`src/rtl/bht_pkg.sv`:
```
// Shared constants for the 2-bit branch-history counter table:
// geometry, default counter value, FSM encodings and saturation limits.
package bht_pkg;

  localparam int ENTRIES = 16;
  localparam int IDX_W   = 4;
  localparam int CTR_W   = 2;

  localparam logic [CTR_W-1:0] RESET_STATE_DFLT = 2'b01;

  localparam logic [0:0] ST_RUN  = 1'b0;
  localparam logic [0:0] ST_INIT = 1'b1;

  localparam logic [CTR_W-1:0] CTR_MAX = 2'b11;
  localparam logic [CTR_W-1:0] CTR_MIN = 2'b00;

endpackage

```
`src/rtl/bht_counter_table_if.sv`:
```
// Resolved-branch update channel from execute into the counter table.
interface bht_counter_table_if;
  import bht_pkg::*;

  logic             upd_valid;
  logic             upd_ready;
  logic [IDX_W-1:0] upd_index;
  logic             upd_taken;

  modport master (output upd_valid, output upd_index, output upd_taken, input upd_ready);
  modport slave  (input upd_valid, input upd_index, input upd_taken, output upd_ready);

endinterface

```
`src/rtl/sat_ctr2_next.sv`:
```
// Combinational saturating step of a 2-bit direction counter; no wrap-around.
module sat_ctr2_next
  import bht_pkg::*;
(
  input  logic [CTR_W-1:0] i_old,
  input  logic             i_taken,
  output logic [CTR_W-1:0] o_next
);

  always_comb begin
    o_next = i_old;
    if (i_taken) begin
      if (i_old != CTR_MAX) o_next = i_old + 2'd1;
    end else begin
      if (i_old != CTR_MIN) o_next = i_old - 2'd1;
    end
  end

endmodule

```
`src/rtl/bht_counter_table.sv`:
```
// 16-entry 2-bit saturating branch counter table with one-cycle update stage and clear sweep.
// Optional statistics counters are enabled by defining BHT_STATS_EN.
module bht_counter_table
  import bht_pkg::*;
#(
  parameter logic [CTR_W-1:0] RESET_STATE = RESET_STATE_DFLT
)(
  input  logic                     clock,
  input  logic                     reset_n,
  input  logic                     clear,
  bht_counter_table_if.slave       upd,
  output logic [ENTRIES*CTR_W-1:0] ctr_all,
  output logic                     busy
`ifdef BHT_STATS_EN
  ,
  output logic [15:0]              upd_count,
  output logic [15:0]              misp_count
`endif
);

  logic [0:0]               r_state;
  logic [IDX_W-1:0]         r_sweep_idx;
  logic [ENTRIES*CTR_W-1:0] r_ctr_all;
  logic                     r_upd_vld;
  logic [IDX_W-1:0]         r_upd_idx;
  logic                     r_upd_taken;
  logic [CTR_W-1:0]         w_old;
  logic [CTR_W-1:0]         w_next;
  logic                     w_ready;

  assign w_ready       = (r_state == ST_RUN) && !clear;
  assign upd.upd_ready = w_ready;
  assign ctr_all       = r_ctr_all;
  assign busy          = (r_state == ST_INIT);

  // The stage reads the registered table, so the previous stage's write is already visible.
  assign w_old = r_ctr_all[{r_upd_idx, 1'b0} +: CTR_W];

  sat_ctr2_next u_sat (
    .i_old   (w_old),
    .i_taken (r_upd_taken),
    .o_next  (w_next)
  );

  always_ff @(posedge clock) begin
    if (!reset_n) begin
      r_state     <= ST_RUN;
      r_sweep_idx <= '0;
      r_ctr_all   <= {ENTRIES{RESET_STATE}};
      r_upd_vld   <= 1'b0;
      r_upd_idx   <= '0;
      r_upd_taken <= 1'b0;
    end else if (r_state == ST_RUN) begin
      if (clear) begin
        // A pending update write is dropped when the sweep starts.
        r_state     <= ST_INIT;
        r_sweep_idx <= '0;
        r_upd_vld   <= 1'b0;
      end else begin
        if (r_upd_vld) r_ctr_all[{r_upd_idx, 1'b0} +: CTR_W] <= w_next;
        r_upd_vld <= upd.upd_valid;
        if (upd.upd_valid) begin
          r_upd_idx   <= upd.upd_index;
          r_upd_taken <= upd.upd_taken;
        end
      end
    end else begin
      r_ctr_all[{r_sweep_idx, 1'b0} +: CTR_W] <= RESET_STATE;
      r_sweep_idx <= r_sweep_idx + IDX_W'(1);
      if (r_sweep_idx == IDX_W'(ENTRIES - 1)) r_state <= ST_RUN;
    end
  end

`ifdef BHT_STATS_EN
  logic [15:0] r_upd_count;
  logic [15:0] r_misp_count;

  assign upd_count  = r_upd_count;
  assign misp_count = r_misp_count;

  always_ff @(posedge clock) begin
    if (!reset_n) begin
      r_upd_count  <= '0;
      r_misp_count <= '0;
    end else if (r_state == ST_RUN) begin
      if (clear) begin
        r_upd_count  <= '0;
        r_misp_count <= '0;
      end else if (r_upd_vld) begin
        if (r_upd_count != 16'hFFFF) r_upd_count <= r_upd_count + 16'd1;
        if ((w_old[1] != r_upd_taken) && (r_misp_count != 16'hFFFF))
          r_misp_count <= r_misp_count + 16'd1;
      end
    end
  end
`endif

endmodule

```
`src/flat_wrapper.sv`:
```
// flat-port wrapper written by rule: the top's interface ports become plain ports
module bht_counter_table_flat import bht_pkg::*;
#(
  parameter logic [CTR_W-1:0] RESET_STATE = RESET_STATE_DFLT
)
  (clock, reset_n, clear, ctr_all, busy, upd_upd_valid, upd_upd_index, upd_upd_taken, upd_upd_ready);
  bht_counter_table_if upd_i ();
  input  logic clock;
  input  logic reset_n;
  input  logic clear;
  output logic [ENTRIES*CTR_W-1:0] ctr_all;
  output logic busy;
  input wire logic [$bits(upd_i.upd_valid)-1:0] upd_upd_valid;
  input wire logic [$bits(upd_i.upd_index)-1:0] upd_upd_index;
  input wire logic [$bits(upd_i.upd_taken)-1:0] upd_upd_taken;
  output wire logic [$bits(upd_i.upd_ready)-1:0] upd_upd_ready;
  assign upd_i.upd_valid = upd_upd_valid;
  assign upd_i.upd_index = upd_upd_index;
  assign upd_i.upd_taken = upd_upd_taken;
  assign upd_upd_ready = upd_i.upd_ready;
  bht_counter_table #(.RESET_STATE(RESET_STATE)) u_core (.clock(clock), .reset_n(reset_n), .clear(clear), .upd(upd_i), .ctr_all(ctr_all), .busy(busy));
endmodule
```
`config.mk`:
```
export PLATFORM = sky130hd
export DESIGN_NAME = bht_counter_table_flat
export DESIGN_NICKNAME = d
export VERILOG_FILES = /design/src/rtl/bht_pkg.sv /design/src/rtl/bht_counter_table_if.sv /design/src/rtl/sat_ctr2_next.sv /design/src/rtl/bht_counter_table.sv /design/src/flat_wrapper.sv
export SDC_FILE = /design/constraint.sdc
export NUM_CORES = 1
export LEC_CHECK = 0
export CAP_MARGIN = 10
export CORE_UTILIZATION = 49
export CTS_CLUSTER_SIZE = 12
export DETAILED_ROUTE_END_ITERATION = 6
export GPL_TIMING_DRIVEN = 1
export PLACE_DENSITY = 0.77
export SLEW_MARGIN = 20
export SYNTH_ARGS = -nofsm -noshare
export SYNTH_HDL_FRONTEND = slang
export SYNTH_SLANG_ARGS = --single-unit
```
`constraint.sdc`:
```
create_clock -name clock -period 2.3 [get_ports clock]
set_clock_uncertainty 0.1 [all_clocks]
set_input_delay 0.46 -clock clock [delete_from_list [all_inputs] [get_ports clock]]
set_output_delay 0.46 -clock clock [all_outputs]
set_load 0.02 [all_outputs]
```
---- After elaboration in Yosys (flattened, before gate mapping) ----
Index checks and enable logic that the tools add are counted.
word-level totals
  bits in registers ....................... 43
  word-level logic and storage cells ...... 42
  output and inout port bits .............. 34
  input bits .............................. 9
operators by class
  reductions and logical operators ........ 7
  add/subtract/negate cells ............... 5
  multiplexer cells ....................... 14
  shifts and indexed selects .............. 5
  equal/unequal tests ..................... 3
  bitwise gates (word level) .............. 2
operators with widths
  cell                       count
  $mux W32                   3
  $bwmux W32                 2
  $shift A2 B7 Y32 const A   2
  $shiftx A2 B7 Y32          1
  $shiftx A2 B7 Y32 const A  1
  $shiftx A32 B6 Y2          1
  $neg A5 Y7                 2
  $mux W4                    2
  $mux W2                    3
  $reduce_bool A2 Y1         3
  $add A4 B1 Y4 const B      1
  $eq A4 B4 Y1 const B       1
  $mux W1                    4
  $reduce_and A3 Y1          1
  $add A2 B1 Y2 const B      1
  $ne A2 B1 Y1 const B       1
  $ne A2 B2 Y1 const B       1
  $not A1 Y1                 2
  $reduce_and A2 Y1          1
  $sub A2 B1 Y2 const B      1
  $logic_and A1 B1 Y1        1
  $logic_not A1 Y1           1

---- Depth between registers and ports, before layout ----
  word-level depth ........................ 9
  gate-level depth with buffers ........... 9
  depth with buffers taken out ............ 7

---- Cells and area by module ----
Synthesis repeated with hierarchy kept, for this count alone.
second synthesis, totals
  cell total of the unflattened synthesis .. 348
  area, all modules ....................... 2796.4 sq um
by module, submodules not included
  module             times used  seq. area each (sq um)  area an instance (sq um)  cells an instance
  bht_counter_table  1           860.8                   2770.2                    345
  sat_ctr2_next      1           0.0                     26.3                      3

---- Worst setup path after synthesis ----
OpenSTA, ideal clock, no wires.
  kind .................................... register to register
  start ................................... register u_core.r_upd_idx[0]
  end ..................................... register u_core.r_ctr_all[20] (netlist: u_core.ctr_all[20])
  setup time .............................. 0.146 ns
  period minus slack after synthesis ...... 2.186 ns
  arrival ................................. 1.940 ns
  path buffers ............................ 2
  setup slack ............................. 0.114 ns
  required time ........................... 2.054 ns
  cell stages (with the launch flop) ...... 10
  cell sequence ........................... dfxtp_1 buf_6 buf_8 inv_1 ha_1 and2_1 or2_2 and3_1 nor4b_1 a31oi_2
between the ends
  longest elaborated chain between the ends .. 9
  elaborated cells between the ends (all ways) .. 15
  those cells by class .................... 3 x add/sub; 1 x eq/ne; 3 x shift; 7 x mux; 1 x reduce/logical
ends and longest elaborated chain
  item                                   RTL line                                  text
  from (decl)                            bht_counter_table.sv:25                   logic [IDX_W-1:0] r_upd_idx;
  from (signal assigned)                 bht_counter_table.sv:63                   r_upd_idx <= upd.upd_index;
  $shiftx A32 B6 Y2                      bht_counter_table.sv:37                   assign w_old = r_ctr_all[{r_upd_idx, 1'b0} +: CTR_W];
  $sub A2 B1 Y2 (tied with other cells)  sat_ctr2_next.sv:15                       if (i_old != CTR_MIN) o_next = i_old - 2'd1;
  $mux W2 (on tied branches)             sat_ctr2_next.sv:15, sat_ctr2_next.sv:13
  $mux W2                                sat_ctr2_next.sv:12                       if (i_taken) begin
  $shiftx A2 B7 Y32                      bht_counter_table.sv:60                   if (r_upd_vld) r_ctr_all[{r_upd_idx, 1'b0} +: CTR_W] <= w_next;
  $bwmux W32 (*)                         bht_counter_table.sv:60
  $mux W32 (*)                           bht_counter_table.sv:60
  $mux W32 (*)                           bht_counter_table.sv:54                   if (clear) begin
  $mux W32 (*)                           bht_counter_table.sv:53                   end else if (r_state == ST_RUN) begin
  to (signal assigned)                   bht_counter_table.sv:49                   r_ctr_all <= {ENTRIES{RESET_STATE}};
  to (signal, indexed assignment)        bht_counter_table.sv:60
  to (decl)                              bht_counter_table.sv:23                   logic [ENTRIES*CTR_W-1:0] r_ctr_all;
Mark *: on every way between the ends. The rest lies on a longest branch, timed or not. The select of a mux whose other input is x is not followed.
A chain may end at the register's enable or synchronous reset.

---- Final worst setup path ----
  start ................................... input clear
  end ..................................... output upd_upd_ready
between the ends
  longest elaborated chain between the ends .. 2
ends and longest elaborated chain
  item                 RTL line                 text
  from (decl)          flat_wrapper.sv:10       input logic clear;
  $logic_not A1 Y1     bht_counter_table.sv:31  assign w_ready = (r_state == ST_RUN) && !clear;
  $logic_and A1 B1 Y1  bht_counter_table.sv:31
  to (decl)            flat_wrapper.sv:16       output wire logic [$bits(upd_i.upd_ready)-1:0] upd_upd_ready;
No other way between the ends.

==> results.rst <==
.. list-table::
   :header-rows: 1

   * - Metric
     - Value
   * - Gate family responsible for the most delay along the worst path
     - buffers and inverters
   * - Initial cell density of the core
     - 0.520
   * - CP startpoint kind
     - input pin
   * - Total die area
     - 5860 sq um
   * - Routed wire length
     - 8.39 mm
   * - Top-level port count
     - 43
   * - Post-placement worst setup slack
     - -51.8 ps
   * - Drt via density
     - 6.25
   * - Syn avg cell area
     - 8.67 sq um
   * - Combinational group share of total power
     - 0.144
   * - Unique cell type count in the Yosys netlist
     - 64
   * - Number of H-tree branching levels
     - 2
   * - Critical-path top delay cell
     - sky130_fd_sc_hd__clkdlybuf4s50_1
   * - Launch instance of the worst register-to-register path
     - u_core.r_upd_idx[0]$_SDFFE_PN0P_
   * - Detailed Routing Iterations Pass 1
     - 5
   * - Sink count of the clock tree
     - 43
   * - Instance count of the mapped netlist
     - 314
   * - Fill cell total of the finished layout
     - 401
   * - Required @ worst endpoint
     - 1740 ps
   * - Skew-Pair Late Insertion Delay
     - 300 ps
   * - Quantity of hold-fixing buffers added after cts
     - 0
   * - Setup TNS
     - 0 ps
   * - Type of the setup path with the least slack
     - in -> out
   * - Post-CTS clock slew at the launch and capture registers of the worst setup and hold paths
     - 80 ps
   * - Layout Area Growth over Synthesis
     - 33.9%
   * - Logic depth of the worst path, buffers included
     - 3
   * - Maximum net fanout on the critical path
     - 2
   * - Leakage power
     - 1.30 nW
   * - Area of the mapped netlist
     - 2720 sq um
   * - Timing endpoint of the critical path
     - upd_upd_ready
   * - DRC violation total after the first TritonRoute iteration
     - 240
   * - Setup crit end kind
     - primary output
   * - Most used flip-flop cell after synthesis
     - sky130_fd_sc_hd__dfxtp_1
   * - Total setup violations reported at the end of the flow
     - 0
   * - Max-cap violations
     - 0
   * - Row Count
     - 26
   * - Wire length of the first global-routing pass
     - 13.4 mm
   * - CTS root buf
     - sky130_fd_sc_hd__clkbuf_8
   * - Worst hold-check slack
     - 376 ps
   * - Post-synth EDFFs
     - 0
   * - Post-route cell area
     - 3640 sq um
   * - N_diodes
     - 0
   * - Final Max Tran Viols
     - 0
   * - Hold Path Class
     - reg -> reg
   * - Highest-count cells in the layout ignoring fill and taps
     - sky130_fd_sc_hd__clkdlybuf4s50_1, sky130_fd_sc_hd__dfxtp_1, sky130_fd_sc_hd__buf_4, sky130_fd_sc_hd__nand2_1, sky130_fd_sc_hd__a21oi_1
   * - Commonest non-fill, non-tap cell in the layout
     - sky130_fd_sc_hd__clkdlybuf4s50_1
   * - Crit path cell chain
     - clkdlybuf4s50_1 -> nor2_1 -> clkdlybuf4s50_1
   * - Syn_nets
     - 330
   * - Peak supply drop
     - 0.350 mV
   * - Post-place instance area
     - 3440 sq um
   * - Number of buffers and inverters on the critical path
     - 2
   * - Global Route Usage Sum
     - 0.293
   * - Max Clock Freq
     - 0.440 GHz
   * - Maximum single-stage delay on the critical path
     - 630 ps
   * - Final Hold Violating Endpoints
     - 0
   * - Sequential Power Share
     - 0.446
   * - FFs w/ async S/R, synth
     - 0
   * - Area taken by flip-flops and latches
     - 863 sq um
   * - Core area
     - 5240 sq um
   * - Capture point of the worst reg-to-reg path
     - u_core.ctr_all[20]$_SDFFE_PN1P_
   * - Aggregate global routing overflow
     - 0
   * - Post-route total power
     - 1.72 mW
   * - WP data arrival
     - 1710 ps
   * - Reg2reg setup slack
     - 90 ps
   * - Detail Placement HPWL
     - 6.24 mm
   * - Fraction of layout instances using a drive strength above 1
     - 0.214
   * - Net count reported at finish
     - 398
   * - Antenna violations before repair
     - 0
   * - Footprint of the multi-input gates
     - 1730 sq um
   * - P_sw
     - 0.419 mW
   * - Power Dens Cells
     - 471 nW/um^2
   * - Switching share of power
     - 0.244
   * - Number of remaining DRC errors
     - 0
   * - Vertical extent of the die
     - 76.5 microns
   * - Clock buffer count from CTS
     - 5
   * - Crit path setup slack, layout
     - 26.2 ps
   * - Final routed wire length divided by cell count
     - 18.5 microns
   * - Slew of the pin with the lowest slew margin
     - 644 ps
   * - Cell repeated most along the worst path
     - sky130_fd_sc_hd__clkdlybuf4s50_1
   * - Result of the run
     - finished, final reports clean
   * - Number of buffers between clock root and the deepest sink
     - 2
   * - Internal power
     - 1.30 mW
   * - Number of cells on the worst hold path
     - 2
   * - Maximum number of pins on one net before global-route repair
     - 37
   * - Synth warn
     - 0
   * - Setup repair after global routing missed its margin
     - yes
   * - Gpl congestion
     - 0.950
   * - Total number of vias
     - 2832
   * - Length in cells of the worst reg-to-reg path
     - 7
   * - Horizontal die dimension
     - 76.5 microns
   * - Number of nets still failing antenna checks after routing
     - 0
   * - Period utilisation layout
     - 0.989
   * - Min Tclk post-route
     - 2270 ps
   * - Count of port buffers added during placement
     - 42
   * - TritonCTS clock tree
     - built
   * - Share of the yosys chip area belonging to registers
     - 0.316
   * - Synth Register Bits
     - 43
   * - Via count of the first global-routing pass
     - 2646
   * - Setup crit start
     - clear
   * - Rel. slew slack
     - 0.570
   * - Fraction of power consumed by the clock network
     - 0.411
[worst reg2reg max path, stage by stage, from the launching register on]
cell and delay (ps):
sky130_fd_sc_hd__dfxtp_2 340, sky130_fd_sc_hd__buf_12 160, sky130_fd_sc_hd__mux4_1 580, sky130_fd_sc_hd__a22oi_1 150, sky130_fd_sc_hd__and3_1 220, sky130_fd_sc_hd__maj3_2 280
sky130_fd_sc_hd__buf_4 190, sky130_fd_sc_hd__a31oi_2 90
[flip-flops by register name, indices dropped and copies added (netlist names)]
signal              cells
u_core.busy             1
u_core.ctr_all         32
u_core.r_sweep_idx      4
u_core.r_upd_idx        4
u_core.r_upd_taken      1
u_core.r_upd_vld        1
[logic make-up after synthesis]
kind of cell	after synthesis	synth area share
fa+ha+maj	9	0.0405
simple gates	129	0.260
mux	8	0.0676
buf+inv	36	0.0621
xor+xnor	1	0.00322
compound gates	88	0.251
flops	43	0.316
[synth_stat cells (all sizes together) (8+ instances only)]
cell    count  share of area
nor2b      11          0.025
a21oi      19          0.036
nor2       13          0.018
inv        12          0.017
o31ai       9          0.029
o21ai      12          0.022
mux4        8          0.068
clkbuf     13          0.018
nand2      33          0.046
nand3      17          0.031
dfxtp      43           0.32
nor3        8          0.015
buf        11          0.028
[cell type report]
type	count	area share
sequential	43	0.237
clock inverter	2	0.0165
tap	70	0.0240
multi-input combinational	235	0.475
timing repair buffer	85	0.215
inverter	12	0.0124
clock buffer	6	0.0199
[power by group through the flow]
stage | sequential (mW) | clock [mW] | combinational [mW]
floorplan | 0.777 | 0 | 0.144
global placement | 0.782 | 0 | 0.231
detailed placement | 0.782 | 0 | 0.236
CTS | 0.765 | 0.705 | 0.237
global route | 0.767 | 0.744 | 0.265
finish | 0.765 | 0.705 | 0.246
[per-stage QoR]
stage	cells	util
floorplan	314	-
global placement	442	0.657
detailed placement	442	0.657
CTS	450	0.684
global route	453	0.696
finish	453	0.696
[layer usage]
layer | up-vias | global-route usage | wire length [microns] | part of all wire
met1 | 1352 | 0.389 | 3600 | 0.43
met5 | - | 0 | 0 | 0
met4 | 0 | 0.0942 | 207 | 0.025
li1 | 1314 | - | - | -
met2 | 141 | 0.476 | 3990 | 0.48
met3 | 25 | 0.0563 | 590 | 0.070
[repair_timing]
item,CTS,global route
buffers inserted,0,3
endpoints found under the setup margin,1,21
resized for setup,2,8
gates cloned,0,0
pin swaps,0,1
[worst min path at each step]
stage	from	endpoint	slack, ps
2_1_floorplan	u_core.r_upd_taken$_SDFFE_PN0P_	u_core.r_upd_taken$_SDFFE_PN0P_	340
3_3_place_gp	u_core.r_upd_taken$_SDFFE_PN0P_	u_core.r_upd_taken$_SDFFE_PN0P_	350
3_5_place_dp	u_core.r_upd_taken$_SDFFE_PN0P_	u_core.r_upd_taken$_SDFFE_PN0P_	360
4_1_cts	u_core.r_upd_taken$_SDFFE_PN0P_	u_core.r_upd_taken$_SDFFE_PN0P_	370
5_1_grt	u_core.r_upd_vld$_SDFFE_PN0N_	u_core.r_upd_vld$_SDFFE_PN0N_	390
6_report	u_core.r_upd_vld$_SDFFE_PN0N_	u_core.r_upd_vld$_SDFFE_PN0N_	380
(Power assumes the default switching activity.)
